## src/rtl/ram_dp_arbiter.sv

```systemverilog
// ram_dp_arbiter: round-robin arbiter sharing one dual-port synchronous RAM
// between NUM_REQ requesters. Up to two grants per cycle (one per RAM port),
// registered RAM commands, and read responses tagged with the requester ID.
// Optional build macro RAM_ARB_RDREG_EN adds a register stage on the response
// outputs (read latency T+3 instead of T+2).
module ram_dp_arbiter #(
    parameter int NUM_REQ    = 4,
    parameter int ID_WIDTH   = 2,
    parameter int ADDR_WIDTH = 8,
    parameter int DATA_WIDTH = 8
) (
    input  logic                           clk,
    input  logic                           rst_n,
    input  logic [NUM_REQ-1:0]             req_valid,
    output logic [NUM_REQ-1:0]             req_ready,
    input  logic [NUM_REQ-1:0]             req_we,
    input  logic [NUM_REQ*ADDR_WIDTH-1:0]  req_addr,
    input  logic [NUM_REQ*DATA_WIDTH-1:0]  req_wdata,
    output logic                           ram_en_0,
    output logic                           ram_en_1,
    output logic                           ram_we_0,
    output logic                           ram_we_1,
    output logic [ADDR_WIDTH-1:0]          ram_addr_0,
    output logic [ADDR_WIDTH-1:0]          ram_addr_1,
    output logic [DATA_WIDTH-1:0]          ram_wdata_0,
    output logic [DATA_WIDTH-1:0]          ram_wdata_1,
    input  logic [DATA_WIDTH-1:0]          ram_rdata_0,
    input  logic [DATA_WIDTH-1:0]          ram_rdata_1,
    output logic                           rsp_valid_0,
    output logic                           rsp_valid_1,
    output logic [ID_WIDTH-1:0]            rsp_id_0,
    output logic [ID_WIDTH-1:0]            rsp_id_1,
    output logic [DATA_WIDTH-1:0]          rsp_data_0,
    output logic [DATA_WIDTH-1:0]          rsp_data_1
);

    // RAM command as launched on one port.
    typedef struct packed {
        logic                  en;
        logic                  we;
        logic [ADDR_WIDTH-1:0] addr;
        logic [DATA_WIDTH-1:0] wdata;
    } cmd_t;

    // Read-tracking tag that travels alongside a RAM access.
    typedef struct packed {
        logic                valid;
        logic [ID_WIDTH-1:0] id;
    } tag_t;

    // Requester index reached after stepping 'ofs' places from the pointer.
    function automatic logic [ID_WIDTH-1:0] wrap_idx(input logic [ID_WIDTH-1:0] base,
                                                     input int ofs);
        return ID_WIDTH'((int'(base) + ofs) % NUM_REQ);
    endfunction

    logic [ID_WIDTH-1:0]   ptr;
    logic [ID_WIDTH-1:0]   ptr_next;
    logic                  grant_0;
    logic                  cand_1;
    logic                  grant_1;
    logic [ID_WIDTH-1:0]   idx_0;
    logic [ID_WIDTH-1:0]   idx_1;
    logic [ADDR_WIDTH-1:0] addr_0;
    logic [ADDR_WIDTH-1:0] addr_1;
    logic                  we_0;
    logic                  we_1;
    logic [DATA_WIDTH-1:0] wdata_0;
    logic [DATA_WIDTH-1:0] wdata_1;

    cmd_t                  cmd_q  [2];
    tag_t                  tag_q  [2];
    tag_t                  tag_r  [2];
    logic [DATA_WIDTH-1:0] rdata  [2];

    assign rdata[0] = ram_rdata_0;
    assign rdata[1] = ram_rdata_1;

    // Scan from the pointer upward: first valid requester is the port-0 winner,
    // the second is the port-1 candidate. Nothing is granted while in reset.
    always_comb begin
        // NOTE: every always_comb output gets a default first, so no path can
        // leave it unassigned and infer a latch; blocking '=' is used here.
        grant_0 = 1'b0;
        cand_1  = 1'b0;
        idx_0   = '0;
        idx_1   = '0;
        for (int i = 0; i < NUM_REQ; i++) begin
            if (rst_n && req_valid[wrap_idx(ptr, i)]) begin
                if (!grant_0) begin
                    grant_0 = 1'b1;
                    idx_0   = wrap_idx(ptr, i);
                end else if (!cand_1) begin
                    cand_1 = 1'b1;
                    idx_1  = wrap_idx(ptr, i);
                end
            end
        end
    end

    assign addr_0  = req_addr[int'(idx_0)*ADDR_WIDTH +: ADDR_WIDTH];
    assign addr_1  = req_addr[int'(idx_1)*ADDR_WIDTH +: ADDR_WIDTH];
    assign wdata_0 = req_wdata[int'(idx_0)*DATA_WIDTH +: DATA_WIDTH];
    assign wdata_1 = req_wdata[int'(idx_1)*DATA_WIDTH +: DATA_WIDTH];
    assign we_0    = req_we[idx_0];
    assign we_1    = req_we[idx_1];

    // Port 1 stays idle when its candidate would touch the port-0 address with a write.
    assign grant_1 = cand_1 && !((addr_1 == addr_0) && (we_0 || we_1));

    // Ready is raised only for the requesters granted this cycle.
    always_comb begin
        req_ready = '0;
        if (grant_0) req_ready[idx_0] = 1'b1;
        if (grant_1) req_ready[idx_1] = 1'b1;
    end

    // Pointer moves past the last granted requester; held when nothing is granted.
    always_comb begin
        ptr_next = ptr;
        if (grant_1)      ptr_next = wrap_idx(idx_1, 1);
        else if (grant_0) ptr_next = wrap_idx(idx_0, 1);
    end

    // Register pointer, RAM commands and the two-step read tag pipeline.
    always_ff @(posedge clk or negedge rst_n) begin
        if (!rst_n) begin
            ptr <= '0;
            for (int p = 0; p < 2; p++) begin
                cmd_q[p] <= '0;
                tag_q[p] <= '0;
                tag_r[p] <= '0;
            end
        end else begin
            // NOTE: sequential state uses non-blocking '<=' so every flop
            // samples values from before this edge.
            ptr      <= ptr_next;
            cmd_q[0] <= '{en: grant_0, we: grant_0 && we_0,
                          addr: grant_0 ? addr_0 : '0, wdata: grant_0 ? wdata_0 : '0};
            cmd_q[1] <= '{en: grant_1, we: grant_1 && we_1,
                          addr: grant_1 ? addr_1 : '0, wdata: grant_1 ? wdata_1 : '0};
            tag_q[0] <= '{valid: grant_0 && !we_0, id: idx_0};
            tag_q[1] <= '{valid: grant_1 && !we_1, id: idx_1};
            tag_r[0] <= tag_q[0];
            tag_r[1] <= tag_q[1];
        end
    end

    assign ram_en_0    = cmd_q[0].en;
    assign ram_we_0    = cmd_q[0].we;
    assign ram_addr_0  = cmd_q[0].addr;
    assign ram_wdata_0 = cmd_q[0].wdata;
    assign ram_en_1    = cmd_q[1].en;
    assign ram_we_1    = cmd_q[1].we;
    assign ram_addr_1  = cmd_q[1].addr;
    assign ram_wdata_1 = cmd_q[1].wdata;

`ifdef RAM_ARB_RDREG_EN
    tag_t                  tag_o  [2];
    logic [DATA_WIDTH-1:0] data_o [2];

    // Extra response stage: capture the tag and the returned RAM data.
    always_ff @(posedge clk or negedge rst_n) begin
        if (!rst_n) begin
            for (int p = 0; p < 2; p++) begin
                tag_o[p]  <= '0;
                data_o[p] <= '0;
            end
        end else begin
            for (int p = 0; p < 2; p++) begin
                tag_o[p]  <= tag_r[p];
                data_o[p] <= tag_r[p].valid ? rdata[p] : '0;
            end
        end
    end

    assign rsp_valid_0 = tag_o[0].valid;
    assign rsp_id_0    = tag_o[0].id;
    assign rsp_data_0  = data_o[0];
    assign rsp_valid_1 = tag_o[1].valid;
    assign rsp_id_1    = tag_o[1].id;
    assign rsp_data_1  = data_o[1];
`else
    // Read data passes straight through, masked to zero when no response is due.
    assign rsp_valid_0 = tag_r[0].valid;
    assign rsp_id_0    = tag_r[0].id;
    assign rsp_data_0  = tag_r[0].valid ? rdata[0] : '0;
    assign rsp_valid_1 = tag_r[1].valid;
    assign rsp_id_1    = tag_r[1].id;
    assign rsp_data_1  = tag_r[1].valid ? rdata[1] : '0;
`endif

endmodule

```

## config.mk

```make
export PLATFORM = sky130hd
export DESIGN_NAME = ram_dp_arbiter
export DESIGN_NICKNAME = d
export VERILOG_FILES = /design/src/rtl/ram_dp_arbiter.sv
export SDC_FILE = /design/constraint.sdc
export NUM_CORES = 1
export LEC_CHECK = 0
export BUFFER_PORTS_ARGS = -buffer_cell sky130_fd_sc_hd__clkbuf_2
export CAP_MARGIN = 20
export CORE_AREA = 2 2 90 92
export CTS_BUF_LIST = sky130_fd_sc_hd__clkbuf_8
export CTS_CLUSTER_DIAMETER = 150
export DETAILED_ROUTE_END_ITERATION = 6
export DIE_AREA = 0 0 92 94
export GPL_TIMING_DRIVEN = 1
export PLACE_DENSITY = 0.76
export SLEW_MARGIN = 20
export SYNTH_ARGS = -nofsm -noshare
export SYNTH_HDL_FRONTEND = slang
export SYNTH_SLANG_ARGS = --single-unit
```

## constraint.sdc

```tcl
create_clock -name clk -period 4.6 [get_ports clk]
set_clock_uncertainty 0.05 [all_clocks]
set_input_delay 0.23 -clock clk [delete_from_list [all_inputs] [get_ports clk]]
set_output_delay 0.23 -clock clk [all_outputs]
set_load 0.03 [all_outputs]
```

==> metrics.csv <==
metric;value;unit
largest net degree at the start of global routing;39;
GPL Wtd Cong;0.925;
Post-synth ARST share;100;%
Routed WL per cell;16.9;µm
simple-gate share of the synthesized area;21.1;%
GR Layer Usage met2;42.2;%
GR peak layer;met2;
hold slack final;0.115;ns
Via Count;3485;
Final Hold Viols;0;
detailed-route wire length;10500;µm
most frequent cells in the layout;clkbuf_2 (151), nand2_1 (51), dfrtp_1 (48);
RSZ-0062 raised after global routing;false;
Synth area leaders;dfrtp_1 (37%), mux2i_1 (8.6%), a211oi_1 (6.2%);
met3 Track Usage GR;3.13;%
post-synthesis average cell area;9.16;µm²
Final ANT Viol Nets;0;
Sum Neg Setup Slack;0;ns
Final Instance Area;0.00439;mm²
I/O pins;152;
FP Rows;32;
Post-Syn Nets;461;
DRT iter0 DRCs;241;
Yosys top cell by area;dfrtp_1;
Vias/cell;5.62;
initial core utilization;44.4;%
chip width;92;µm
Seq/Total Area, Yosys;37.0;%
Worst Hold Class;primary input to register;
post-synth top area share;37.0;%
clk buf depth;2;
pwr/cell area;759;mW/mm²
H-tree Lvls;2;
Netlist Area Pre-Place;0.00338;mm²
port buffer count;151;
Num CTS Buffers;5;
Yosys warning count;0;
number of remaining DRC errors;0;
Slew @ Worst Pin;0.560;ns
synthesis-stage register bit count;50;
Synth cell types;56;
CTS root buf;clkbuf_8;
Final HPWL DP;7900;µm
crit path kind;register to output pin;
largest family of logic cells by synthesized area;compound AO/OA/AOI/OAI gates;
worst endpoint data arrival time;4.07;ns
Die ar.;0.00865;mm²
core area;0.00761;mm²
ratio of cells with drive above 1 in the final layout;40.2;%
Post-synth top flop;dfrtp_1;
gr ovfl total;0;
height of the die;94;µm
met1 Use GR;28.7;%
placed cells;607;
EDFF count, synth;0;
CP Max Fanout;29;
# diodes;0;
filler cell count in the final layout;689;
clock latency on the worst-skew pair;0.31;ns
# clock sinks;50;
cells after synthesis;369;
final setup fails;0;
Synth Area in Compound Gates;23.1;%
initial antenna violation count;0;
First-pass DRT Iterations;4;
outcome;finished, final reports clean;
XOR/XNOR share of the synthesized area;2.85;%
vias in the first global route;3190;
fin nets;609;
Max Clk Rate;0.230;GHz
Syn-to-layout area delta;29.9;%
Leakage;2.24;nW
final cell count without fillers;620;
DP Area;0.00422;mm²
Clk pin slew, worst setup/hold paths;0.11;ns
first-pass GRT wire length;15900;µm
Total Routing Usage GR;23.3;%
Tcrit/Tclk final;94.6;%
Crit. End Element;output pin;
startpoint types;register;
minimum clock period after layout;4.35;ns
Rel. slew slack;62.7;%
peak supply drop;0.000347;V
Adder-Cell Fraction of Synth Area;0.740;%
max capacitance violation total;0;
fin. max-slew vios;0;
CTS tree;built;
required time of the worst setup path;4.32;ns
commonest non-fill, non-tap cell in the layout;clkbuf_2;
proportion of synthesized area in mux cells;9.59;%
==> metrics by stage <==
step,setup WS (ns),util [%],power [W]
after global routing,0.0277,57.7,0.00356
final,0.250,57.7,0.00333
after CTS,0.0165,56.8,0.00329
after global placement,0.534,55.4,0.00297
after detailed placement,0.337,55.4,0.00300
after floorplan,0.842,-,0.00244
==> sequential cells by signal, indices dropped and copies added (netlist names) <==
register and cells:
rsp_id_0 2, rsp_valid_1 1, ram_addr_1 8, ram_en_0 1, tag_q 6, ram_wdata_0 8, ram_addr_0 8, rsp_id_1 2
ptr 2, ram_en_1 1, rsp_valid_0 1, ram_we_0 1, ram_wdata_1 8, ram_we_1 1
==> logic make-up after synthesis <==
family,after synthesis
XOR/XNOR,11
multiplexers,31
AND/OR/NAND/NOR,138
AO/OA/AOI/OAI,100
adder cells (fa/ha/maj),2
buffers and inverters,37
flip-flops,50
==> area by class of cell <==
| class | count | area, µm² | share of cell area (%) |
|---|---|---|---|
| Clock buffer | 5 | 68.8 | 1.57 |
| Clock inverter | 3 | 28.8 | 0.656 |
| Inverter | 9 | 40.0 | 0.912 |
| Multi-Input combinational cell | 282 | 1970 | 44.9 |
| Sequential cell | 50 | 1250 | 28.6 |
| Tap cell | 102 | 128 | 2.91 |
| Timing Repair Buffer | 169 | 898 | 20.5 |
==> layer usage <==
layer	wire length, µm	vias up	share of wire [%]
met2	5540	154	53
li1	-	1647	-
met4	262	0	2.5
met3	630	26	6.0
met5	0	-	0
met1	4060	1658	39
==> critical path: stages (launching register included) <==
cell,delay (ns)
dfrtp_2,0.52
nand2b_1,0.22
o22a_2,0.32
inv_2,0.12
ha_1,0.23
a32oi_2,0.15
o211ai_2,0.10
buf_6,0.21
nand2_1,0.13
buf_6,0.22
a211oi_1,0.31
nor2_1,0.08
xor2_1,0.16
or3_4,0.41
o21ai_4,0.23
o32ai_1,0.12
clkbuf_2,0.20
==> synth_stat cells, types with 2 or more instances <==
master	n
a211oi_1	28
a21oi_1	14
a221oi_2	2
a22oi_1	2
a311oi_1	8
a31oi_1	9
a31oi_2	2
a32oi_1	4
and2_1	33
and3_1	24
buf_1	2
buf_2	12
buf_6	4
clkbuf_1	9
dfrtp_1	50
ha_1	2
inv_1	5
inv_2	2
mux2i_1	29
nand2_1	52
nand2_2	2
nand2b_1	4
nor2_1	11
nor3_1	5
o2111ai_1	2
o211a_1	3
o21ai_0	9
o22ai_1	2
o32ai_1	2
xnor2_1	9
xor2_1	2
==> power breakdown <==
group	switching [W]	internal, W	total, W
logic	0.00151	0.000822	0.00233
clock network	0.000161	0.000113	0.000274
registers	0.0000892	0.000634	0.000723
total	0.00176	0.00157	0.00333
==> repair_timing <==
| action | in CTS | in global routing |
|---|---|---|
| hold buffers | 1 | 0 |
| endpoints found under the setup margin | 4 | 4 |
| buffers inserted | 0 | 4 |
| endpoints found under the hold margin | 17 | 0 |
| resized for setup | 1 | 9 |
| pin swaps | 0 | 1 |
==> worst paths after layout <==
check                                         from                       end  slack [ns]  cells past startpoint
worst min register to register  tag_q[5]$_DFF_PN0_     rsp_valid_0$_DFF_PN0_        0.31                      0
worst max register to register  ptr[1]$_DFFE_PN0P_   ram_addr_1[7]$_DFF_PN0_        0.51                     17
max in group asynchronous                    rst_n        tag_q[1]$_DFF_PN0_        3.63                      3
worst min-delay path                 req_wdata[25]  ram_wdata_1[1]$_DFF_PN0_        0.12                      3
min in group asynchronous                    rst_n        ptr[0]$_DFFE_PN0P_        0.47                      3
worst max-delay path            ptr[1]$_DFFE_PN0P_              req_ready[2]        0.25                     16
No activity file was read; power rests on OpenSTA's default activity.
